**config.mk**
```make
export PLATFORM = sky130hd
export DESIGN_NAME = uart_tx_arbiter_flat
export DESIGN_NICKNAME = d
export VERILOG_FILES = /design/src/rtl/uart_tx_arbiter_if.sv /design/src/rtl/uart_tx_arbiter.sv /design/src/flat_wrapper.sv
export SDC_FILE = /design/constraint.sdc
export NUM_CORES = 1
export LEC_CHECK = 0
export BUFFER_PORTS_ARGS = -buffer_cell sky130_fd_sc_hd__buf_2
export CAP_MARGIN = 20
export CORE_ASPECT_RATIO = 1.1
export CORE_MARGIN = 2
export CORE_UTILIZATION = 27
export CTS_BUF_LIST = sky130_fd_sc_hd__clkbuf_4 sky130_fd_sc_hd__clkbuf_8
export DETAILED_ROUTE_END_ITERATION = 6
export PLACE_DENSITY = 0.48
export REMOVE_ABC_BUFFERS = 1
export SLEW_MARGIN = 20
export SYNTH_ARGS = -nofsm -noshare
export SYNTH_HDL_FRONTEND = slang
export SYNTH_SLANG_ARGS = --single-unit
```
**constraint.sdc**
```tcl
create_clock -name clk -period 2.2 [get_ports clk]
set_input_delay 0.11 -clock clk [delete_from_list [all_inputs] [get_ports clk]]
set_output_delay 0.11 -clock clk [all_outputs]
set_load 0.05 [all_outputs]
```
**src/rtl/uart_tx_arbiter_if.sv**
```systemverilog
// Bundle of the requester-side and UART-side handshake signals of the
// transmit arbiter. The arbiter uses the master view; the requesters, the
// UART transmitter and status observers together use the slave view.
interface uart_tx_arbiter_if #(
  parameter int NUM_REQ = 4
);

  localparam int ID_W = (NUM_REQ > 1) ? $clog2(NUM_REQ) : 1;

  logic                  en;
  logic [NUM_REQ-1:0]    req_valid;
  logic [NUM_REQ*8-1:0]  req_data;
  logic [NUM_REQ-1:0]    req_ready;
  logic                  tx_start;
  logic [7:0]            tx_data;
  logic                  tx_active;
  logic [ID_W-1:0]       grant_id;
  logic                  busy;
  logic                  done;
  logic                  err_timeout;

  modport master (
    input  en, req_valid, req_data, tx_active,
    output req_ready, tx_start, tx_data, grant_id, busy, done, err_timeout
  );

  modport slave (
    output en, req_valid, req_data, tx_active,
    input  req_ready, tx_start, tx_data, grant_id, busy, done, err_timeout
  );

endinterface

```
**src/rtl/uart_tx_arbiter.sv**
```systemverilog
// Round-robin arbiter that lets NUM_REQ byte sources share one UART
// transmitter. A winner's byte is latched, handed to the UART with a one-cycle
// start pulse, and the arbiter then follows tx_active through its busy period.
// If the UART never goes active within START_TO cycles the byte is dropped
// and a timeout pulse is raised. Every output comes straight from a flop.
module uart_tx_arbiter #(
  parameter int NUM_REQ  = 4,
  parameter int START_TO = 16
) (
  input  logic                clk,
  input  logic                rst,
  uart_tx_arbiter_if.master   bus
);

  localparam int ID_W  = (NUM_REQ > 1) ? $clog2(NUM_REQ) : 1;
  localparam int TMR_W = $clog2(START_TO + 1);
  localparam logic [TMR_W-1:0] TMR_MAX = TMR_W'(START_TO);
  localparam logic [ID_W-1:0]  LAST_ID = ID_W'(NUM_REQ - 1);

  typedef enum logic [1:0] {
    IDLE,
    START,
    WAIT_ACT,
    WAIT_DONE
  } state_t;

  state_t               state_q, state_d;
  logic                 txStart_q, txStart_d;
  logic [NUM_REQ-1:0]   reqReady_q, reqReady_d;
  logic [7:0]           txData_q, txData_d;
  logic [ID_W-1:0]      grantId_q, grantId_d;
  logic [ID_W-1:0]      lastGrant_q, lastGrant_d;
  logic [TMR_W-1:0]     timer_q, timer_d;
  logic                 busy_q, busy_d;
  logic                 done_q, done_d;
  logic                 errTimeout_q, errTimeout_d;

  logic                 winFound;
  logic [ID_W-1:0]      winId;
  logic [7:0]           winData;
  logic [NUM_REQ-1:0]   winOneHot;

  // Round-robin pick: first look above the last owner, then wrap to the bottom
  always_comb begin
    winFound  = 1'b0;
    winId     = '0;
    winData   = '0;
    winOneHot = '0;
    for (int i = 0; i < NUM_REQ; i++) begin
      if (!winFound && bus.req_valid[i] && (i > int'(lastGrant_q))) begin
        winFound = 1'b1;
        winId    = ID_W'(i);
        winData  = bus.req_data[i*8 +: 8];
      end
    end
    for (int i = 0; i < NUM_REQ; i++) begin
      if (!winFound && bus.req_valid[i] && (i <= int'(lastGrant_q))) begin
        winFound = 1'b1;
        winId    = ID_W'(i);
        winData  = bus.req_data[i*8 +: 8];
      end
    end
    for (int i = 0; i < NUM_REQ; i++) begin
      winOneHot[i] = winFound && (winId == ID_W'(i));
    end
  end

  // Next-state and next-output logic; pulses default low, held data defaults to hold
  always_comb begin
    state_d      = state_q;
    txStart_d    = 1'b0;
    reqReady_d   = '0;
    doneDefault();
    txData_d     = txData_q;
    grantId_d    = grantId_q;
    lastGrant_d  = lastGrant_q;
    timer_d      = timer_q;
    unique case (state_q)
      IDLE: begin
        if (bus.en && !bus.tx_active && winFound) begin
          state_d     = START;
          txStart_d   = 1'b1;
          reqReady_d  = winOneHot;
          txData_d    = winData;
          grantId_d   = winId;
          lastGrant_d = winId;
        end
      end
      START: begin
        state_d = WAIT_ACT;
        timer_d = '0;
      end
      WAIT_ACT: begin
        if (bus.tx_active) begin
          state_d = WAIT_DONE;
        end else begin
          timer_d = (timer_q == TMR_MAX) ? timer_q : timer_q + 1'b1;
          if (timer_d == TMR_MAX) begin
            errTimeout_d = 1'b1;
            state_d      = IDLE;
          end
        end
      end
      WAIT_DONE: begin
        if (!bus.tx_active) begin
          done_d  = 1'b1;
          state_d = IDLE;
        end
      end
      default: begin
        state_d = IDLE;
      end
    endcase
    busy_d = (state_d != IDLE);
  end

  function automatic void doneDefault();
    done_d       = 1'b0;
    errTimeout_d = 1'b0;
  endfunction

  // State and registered outputs; reset abandons any byte in flight silently
  always_ff @(posedge clk or posedge rst) begin
    if (rst) begin
      state_q      <= IDLE;
      txStart_q    <= 1'b0;
      reqReady_q   <= '0;
      txData_q     <= 8'h00;
      grantId_q    <= '0;
      lastGrant_q  <= LAST_ID;
      timer_q      <= '0;
      busy_q       <= 1'b0;
      done_q       <= 1'b0;
      errTimeout_q <= 1'b0;
    end else begin
      state_q      <= state_d;
      txStart_q    <= txStart_d;
      reqReady_q   <= reqReady_d;
      txData_q     <= txData_d;
      grantId_q    <= grantId_d;
      lastGrant_q  <= lastGrant_d;
      timer_q      <= timer_d;
      busy_q       <= busy_d;
      done_q       <= done_d;
      errTimeout_q <= errTimeout_d;
    end
  end

  assign bus.tx_start    = txStart_q;
  assign bus.req_ready   = reqReady_q;
  assign bus.tx_data     = txData_q;
  assign bus.grant_id    = grantId_q;
  assign bus.busy        = busy_q;
  assign bus.done        = done_q;
  assign bus.err_timeout = errTimeout_q;

endmodule

```
**src/flat_wrapper.sv**
```systemverilog
// flat-port wrapper written by rule: the top's interface ports become plain ports
module uart_tx_arbiter_flat 
#(
  parameter int NUM_REQ  = 4,
  parameter int START_TO = 16
)
  (clk, rst, bus_en, bus_req_valid, bus_req_data, bus_tx_active, bus_req_ready, bus_tx_start, bus_tx_data, bus_grant_id, bus_busy, bus_done, bus_err_timeout);
  uart_tx_arbiter_if #(.NUM_REQ(NUM_REQ)) bus_i ();
  input  logic clk;
  input  logic rst;
  input wire logic [$bits(bus_i.en)-1:0] bus_en;
  input wire logic [$bits(bus_i.req_valid)-1:0] bus_req_valid;
  input wire logic [$bits(bus_i.req_data)-1:0] bus_req_data;
  input wire logic [$bits(bus_i.tx_active)-1:0] bus_tx_active;
  output wire logic [$bits(bus_i.req_ready)-1:0] bus_req_ready;
  output wire logic [$bits(bus_i.tx_start)-1:0] bus_tx_start;
  output wire logic [$bits(bus_i.tx_data)-1:0] bus_tx_data;
  output wire logic [$bits(bus_i.grant_id)-1:0] bus_grant_id;
  output wire logic [$bits(bus_i.busy)-1:0] bus_busy;
  output wire logic [$bits(bus_i.done)-1:0] bus_done;
  output wire logic [$bits(bus_i.err_timeout)-1:0] bus_err_timeout;
  assign bus_i.en = bus_en;
  assign bus_i.req_valid = bus_req_valid;
  assign bus_i.req_data = bus_req_data;
  assign bus_i.tx_active = bus_tx_active;
  assign bus_req_ready = bus_i.req_ready;
  assign bus_tx_start = bus_i.tx_start;
  assign bus_tx_data = bus_i.tx_data;
  assign bus_grant_id = bus_i.grant_id;
  assign bus_busy = bus_i.busy;
  assign bus_done = bus_i.done;
  assign bus_err_timeout = bus_i.err_timeout;
  uart_tx_arbiter #(.NUM_REQ(NUM_REQ), .START_TO(START_TO)) u_core (.clk(clk), .rst(rst), .bus(bus_i));
endmodule
```
==> summary.md, run 1 <==
| Metric | Value |
|---|---|
| Min setup slack post-route | 0.2301 ns |
| Initial Util | 27.70% |
| Worst IR Drop VDD | 528.0 uV |
| Syn Std Cell Area | 1941 sq um |
| Post-synth EDFFs | 0 |
| IO Pins | 58 |
| Final period util | 89.54% |
| CP Cell Sequence | inv_1, buf_4, a22oi_2, o22ai_1, mux2i_1, a221oi_2 |
| Average size of a mapped cell | 9.241 sq um |
| Post-Syn Instances | 210 |
| Status | finished clean |
| GRT Max-Usage Layer | met2 |
| Final GP Congestion | 0.8140 |
| GR met1 Demand/Resource | 20.10% |
| Final setup fails | 0 |
| Post-DR wirelength/cell | 16.41 um |
| Inserted Diodes | 0 |
| Met2 GRT Util | 25.52% |
| Clock sink count | 27 |
| Pwr/cell area | 1132 nW/um^2 |
| Vias | 1,891 |
| Synth cell types | 52 |
| Family with the most delay on the worst path | flip-flops |
| Routed WL | 5843 um |
| Die X | 84.84 um |
| Maxcap violations | 0 |
| Ys flop type | dfrtp_1 |
| Crit Path Max Fanout | 15 |
| Vias in the first global route | 1,933 |
| Reg2reg end | u_core.bus.tx_data[1]$_DFFE_PP0P_ |
| Layout Area Growth over Synthesis | 24.89% |
| Slew Viols, Final | 0 |
| Crit-path max cell delay | 0.71 ns |
| Gr usage total | 15.17% |
| Skew-Pair Late Insertion Delay | 0.28 ns |
| DRT iter0 DRCs | 196 |
| Site Rows | 32 |
| Asr flop ratio synth | 100.0% |
| CTS root buffer | clkbuf_8 |
| Slowest-stage cell, CP | dfstp_2 |
| Hold endpoint | u_core.bus.done$_DFF_PP0_ |
| Final-report hold violation count | 0 |
| Clock slew at reported path FFs | 0.11 ns |
| Post-synthesis register bit count | 27 |
| Share of cells above drive strength 1 | 35.06% |
| CTS buffer count | 3 |
| First-pass GRT wire length | 9653 um |
| Setup crit start kind | register |
| Drt pass-1 iters | 4 |
| Tmin final | 1.970 ns |
| Worst Path Buf+Inv | 2 |
| CTS tree | yes |
| Slew HR | 69.22% |
| Arr. time, crit path | 2.13 ns |
| Die area | 7882 sq um |
| Crit path capture type | register |
| Initial antenna violation count | 0 |
| Ys Warns | 0 |
| Hold path start | bus_tx_active |
| Register-to-register setup slack | 0.23 ns |
| Pre-CTS setup slack | 0.1265 ns |
| Die H | 92.92 um |
| Met3 usage | 2.941% |
| Worst-Margin Slew | 0.4617 ns |
| Leak | 1.184 nW |
| RSZ-0062 raised after global routing | false |
| Clk buf depth | 2 |
| R2R cell count | 6 |
| Buffers added on ports | 57 |
| Total grt overflow | 0 |
| Vias per cell | 5.312 |
| Max Fclk | 0.5076 GHz |
| Largest net degree at the start of global routing | 28 |
| # DRC | 0 |
| Critical Setup Path Class | reg2reg |
| Core Area | 7007 sq um |
| Worst hold path class | in2reg |
| Final setup TNS | 0 ns |
| Post-DRT Antenna Nets | 0 |
| Worst Path Required | 2.36 ns |
| Setup Skew | 0.007775 ns |
| H-Tree Depth | 1 |
| Post-synthesis sequential area ratio | 34.95% |
| FF-to-FF Start | u_core.lastGrant_q[0]$_DFFE_PP1P_ |
| WHS Path Cells | 2 |
| HPWL after DPL | 4362 um |
| Nets@finish | 314 |
-- synthesized netlist by cell type, types with 6 or more instances --
| cell | number | area share [%] |
|---|---|---|
| a21oi_1 | 8 | 2.1 |
| a221oi_1 | 8 | 3.6 |
| a221oi_2 | 8 | 6.2 |
| a31oi_1 | 8 | 2.6 |
| and3b_1 | 9 | 4.1 |
| clkbuf_1 | 7 | 1.4 |
| dfrtp_1 | 25 | 32 |
| inv_1 | 10 | 1.9 |
| mux2i_1 | 8 | 4.1 |
| nand2_1 | 18 | 3.5 |
| nor2_1 | 16 | 3.1 |
| o21ai_0 | 6 | 1.5 |
| o22ai_1 | 17 | 5.5 |
-- worst register-to-register path, cell delays in order, from the launching register on --
cell	delay [ns]
dfstp_2	0.71
inv_1	0.10
buf_4	0.17
a22oi_2	0.39
o22ai_1	0.16
mux2i_1	0.24
a221oi_2	0.09
-- worst max-delay path by stage --
stage	slack (ns)	end	from	cells past startpoint
finish	0.23	u_core.bus.tx_data[1]$_DFFE_PP0P_	u_core.lastGrant_q[0]$_DFFE_PP1P_	6
global route	0.13	u_core.bus.tx_data[7]$_DFFE_PP0P_	u_core.lastGrant_q[0]$_DFFE_PP1P_	5
CTS	0.12	u_core.bus.tx_data[0]$_DFFE_PP0P_	u_core.lastGrant_q[0]$_DFFE_PP1P_	4
detailed placement	0.13	u_core.bus.tx_data[0]$_DFFE_PP0P_	u_core.lastGrant_q[0]$_DFFE_PP1P_	4
global placement	0.16	u_core.bus.tx_data[6]$_DFFE_PP0P_	u_core.lastGrant_q[0]$_DFFE_PP1P_	4
floorplan	0.25	u_core.bus.tx_data[0]$_DFFE_PP0P_	u_core.lastGrant_q[1]$_DFFE_PP1P_	4
-- registers in the layout, indices dropped and copies added (netlist names) --
register / count
u_core.timer_q: 5
u_core.bus.busy: 1
u_core.state_q: 2
u_core.bus.req_ready: 4
u_core.bus.err_timeout: 1
u_core.bus.done: 1
u_core.bus.tx_data: 8
u_core.bus.grant_id: 2
u_core.lastGrant_q: 2
u_core.bus.tx_start: 1
-- placed cells by master, fill, tap and decap left out, types with 2 or more instances in the layout --
cell type / n
a21boi_0: 2
a21o_1: 3
a21oi_1: 8
a221oi_1: 8
a221oi_2: 8
a31oi_1: 8
a32o_1: 3
and3b_1: 9
buf_2: 57
buf_4: 14
clkbuf_8: 3
dfrtp_1: 25
dfstp_2: 2
ha_1: 2
inv_1: 10
mux2i_1: 8
nand2_1: 18
nand2b_1: 5
nand3_1: 3
nor2_1: 16
nor2b_1: 2
nor3_1: 2
nor4_1: 2
o21ai_0: 6
o22ai_1: 17
o31ai_1: 2
-- routing by layer --
layer	routed length (um)	share of wire, %	up-vias
met5	0	0	-
met3	361	6.2	4
met1	2701	46	884
met4	64	1.1	0
met2	2717	47	73
li1	-	-	930
-- where the power goes --
part | internal [mW] | switching [mW] | total [mW]
logic | 0.540 | 1.03 | 1.57
registers | 0.687 | 0.176 | 0.863
clock network | 0.143 | 0.172 | 0.315
-- cell type report --
class | count | area, sq um
Fill cell | 725 | 4583
Multi-Input combinational cell | 157 | 1144
Sequential cell | 27 | 678.2
Timing Repair Buffer | 72 | 400.4
Tap cell | 85 | 106.4
Clock buffer | 4 | 48.80
Inverter | 11 | 46.29
-- per-stage QoR --
stage / cell area, sq um / power (mW) / util, % / hold slack [ns] / cells
after floorplan: 1864 / 1.972 / - / 0.1612 / 195
after global placement: 2361 / 2.441 / 33.70 / 0.1979 / 351
after detailed placement: 2361 / 2.443 / 33.70 / 0.2058 / 351
after CTS: 2420 / 2.772 / 34.54 / 0.1323 / 356
after global routing: 2424 / 2.937 / 34.59 / 0.1465 / 356
final: 2424 / 2.743 / 34.59 / 0.1351 / 356
-- cell families after synthesis --
kind of cell | synth area share, %
and+or+nand+nor | 19.92
xor gates and xnor gates | 0.9028
buffers and inverters | 6.319
muxes | 4.127
DFF | 34.95
AOI/OAI and AO/OA | 32.50
adders and majority gates | 1.289
-- repair_timing --
item,in CTS,in global routing
hold endpoints to repair,25,0
setup endpoints to repair,0,1
hold buffers,1,0
setup buffers,0,0
resized for setup,0,1
Note: power is estimated with default switching activity, not from simulation.
==> run 2, diff against run 1 <==
==> constraint.sdc (replaced) <==
create_clock -name clk -period 2.4 [get_ports clk]
set_input_delay 0.12 -clock clk [delete_from_list [all_inputs] [get_ports clk]]
set_output_delay 0.12 -clock clk [all_outputs]
set_load 0.05 [all_outputs]
==> summary.md, run 2 (same netlist as run 1, synthesis figures left out) <==
| Metric | Value |
|---|---|
| Post-CTS Resized | 0 |
| Initial Util | 27.70% |
| Worst Path Required | 2.54 ns |
| Critical Setup Path Class | reg2reg |
| Placed instance area | 2316 sq um |
| Clk buf depth | 2 |
| Final period util | 91.42% |
| Final-report hold violation count | 0 |
| Final setup TNS | 0 ns |
| P_int | 1.229 mW |
| Setup Skew | 0.009916 ns |
| Final setup fails | 0 |
| Worst-Margin Slew | 0.4997 ns |
| CTS root buffer | clkbuf_8 |
| Pwr/cell area | 1042 nW/um^2 |
| Share of cells above drive strength 1 | 33.21% |
| Max reg flops | 8 |
| Worst hold path class | in2reg |
| Vias in the first global route | 1,934 |
| Commonest cells after routing, fill and taps aside | buf_2 (57), dfrtp_1 (25), nand2_1 (18) |
| DRT iter0 DRCs | 128 |
| IO Pins | 58 |
| Die area | 7882 sq um |
| Gr usage total | 15.20% |
| Die H | 92.92 um |
| Clock slew at reported path FFs | 0.10 ns |
| Setup crit start kind | register |
| Maxcap violations | 0 |
| Layout Area Growth over Synthesis | 22.37% |
| Inserted Diodes | 0 |
| Pre-CTS setup slack | 0.2261 ns |
| Final Cell Area | 2375 sq um |
| Status | finished clean |
| Min setup slack post-route | 0.2060 ns |
| Total grt overflow | 0 |
| H-Tree Depth | 1 |
| Sw frac | 50.32% |
| Buffers added on ports | 57 |
| CTS buffer count | 3 |
| Core Area | 7007 sq um |
| Clk pwr share | 11.1% |
| Leak | 1.153 nW |
| Slew Viols, Final | 0 |
| Post-DRT Antenna Nets | 0 |
| Drt pass-1 iters | 4 |
| Die X | 84.84 um |
| Total power | 2.474 mW |
| CTS tree | yes |
| Sequential share of power | 32.0% |
| Final GP Congestion | 0.8354 |
| Tmin final | 2.194 ns |
| First-pass GRT wire length | 9742 um |
| Crit Path Max Fanout | 15 |
| Post-DR wirelength/cell | 16.60 um |
| HPWL after DPL | 4243 um |
| Max Fclk | 0.4558 GHz |
| Vias | 1,923 |
| Arr. time, crit path | 2.33 ns |
| Initial antenna violation count | 0 |
| RSZ-0062 raised after global routing | false |
| Commonest non-fill, non-tap cell in the layout | buf_2 |
| Largest net degree at the start of global routing | 28 |
| Nets@finish | 308 |
| Routed WL | 5810 um |
| Crit path capture type | register |
| # DRC | 0 |
| Worst IR Drop VDD | 450.2 uV |
| Slew HR | 66.69% |
| Clock sink count | 27 |
| NetSw | 1.245 mW |
| Gate power share | 57.0% |
| Vias per cell | 5.494 |
| Site Rows | 32 |
| Worst Hold Margin | 0.1503 ns |
| Skew-Pair Late Insertion Delay | 0.27 ns |
-- run 2: changes by cell type in the layout (fill, tap and decap cells not counted) --
cell / previous run / this run
buf_4: 14 / 8
or4b_1: 0 / 1
or4b_4: 1 / 0
-- run 2: cell type report --
cell class	count	area [sq um]
Fill cell	709	4632
Clock buffer	4	48.80
Tap cell	85	106.4
Multi-Input combinational cell	157	1140
Sequential cell	27	678.2
Timing Repair Buffer	66	355.3
Inverter	11	46.29
-- run 2: power groups by stage --
stage               logic [mW]  clock network (mW)  registers [mW]
floorplan                0.637                   0            1.17
global placement          1.41                   0           0.795
detailed placement        1.41                   0           0.800
CTS                       1.42               0.293           0.792
global route              1.54               0.310           0.821
finish                    1.41               0.273           0.791
-- run 2: metal layers --
metal / vias to the layer above / track usage, % / share of wire, %
met3: 4 / 2.763 / 7.7
met1: 914 / 21.06 / 45
met4: 0 / 4.894 / 0.84
met2: 85 / 23.88 / 47
met5: - / 0 / 0
li1: 920 / - / -
-- run 2: critical path: stages (launching register included) --
cell and delay [ns]:
dfstp_2 0.71, inv_1 0.18, or4b_1 0.79, o22ai_1 0.30, a221oi_2 0.10
-- run 2: what timing repair did --
item / in CTS / in global routing
hold buffers: 1 / 0
setup buffers: 0 / 0
hold endpoints to repair: 25 / 0
-- run 2: stage by stage --
stage | instances | util [%]
2_1_floorplan | 195 | -
3_3_place_gp | 345 | 33.05
3_5_place_dp | 345 | 33.05
4_1_cts | 350 | 33.89
5_1_grt | 350 | 33.89
6_report | 350 | 33.89
-- run 2: path summary, 6_finish.rpt --
check,slack [ns],endpoint,depth (start not counted),startpoint
worst max-delay path,0.21,u_core.bus.tx_data[0]$_DFFE_PP0P_,4,u_core.lastGrant_q[0]$_DFFE_PP1P_
worst min-delay path,0.15,u_core.bus.done$_DFF_PP0_,2,bus_tx_active
worst max register to register,0.21,u_core.bus.tx_data[0]$_DFFE_PP0P_,4,u_core.lastGrant_q[0]$_DFFE_PP1P_
worst min register to register,0.49,u_core.bus.grant_id[1]$_DFFE_PP0P_,1,u_core.bus.grant_id[1]$_DFFE_PP0P_
max in group asynchronous,1.64,u_core.lastGrant_q[0]$_DFFE_PP1P_,4,rst
min in group asynchronous,0.44,u_core.timer_q[4]$_DFFE_PP0P_,4,rst
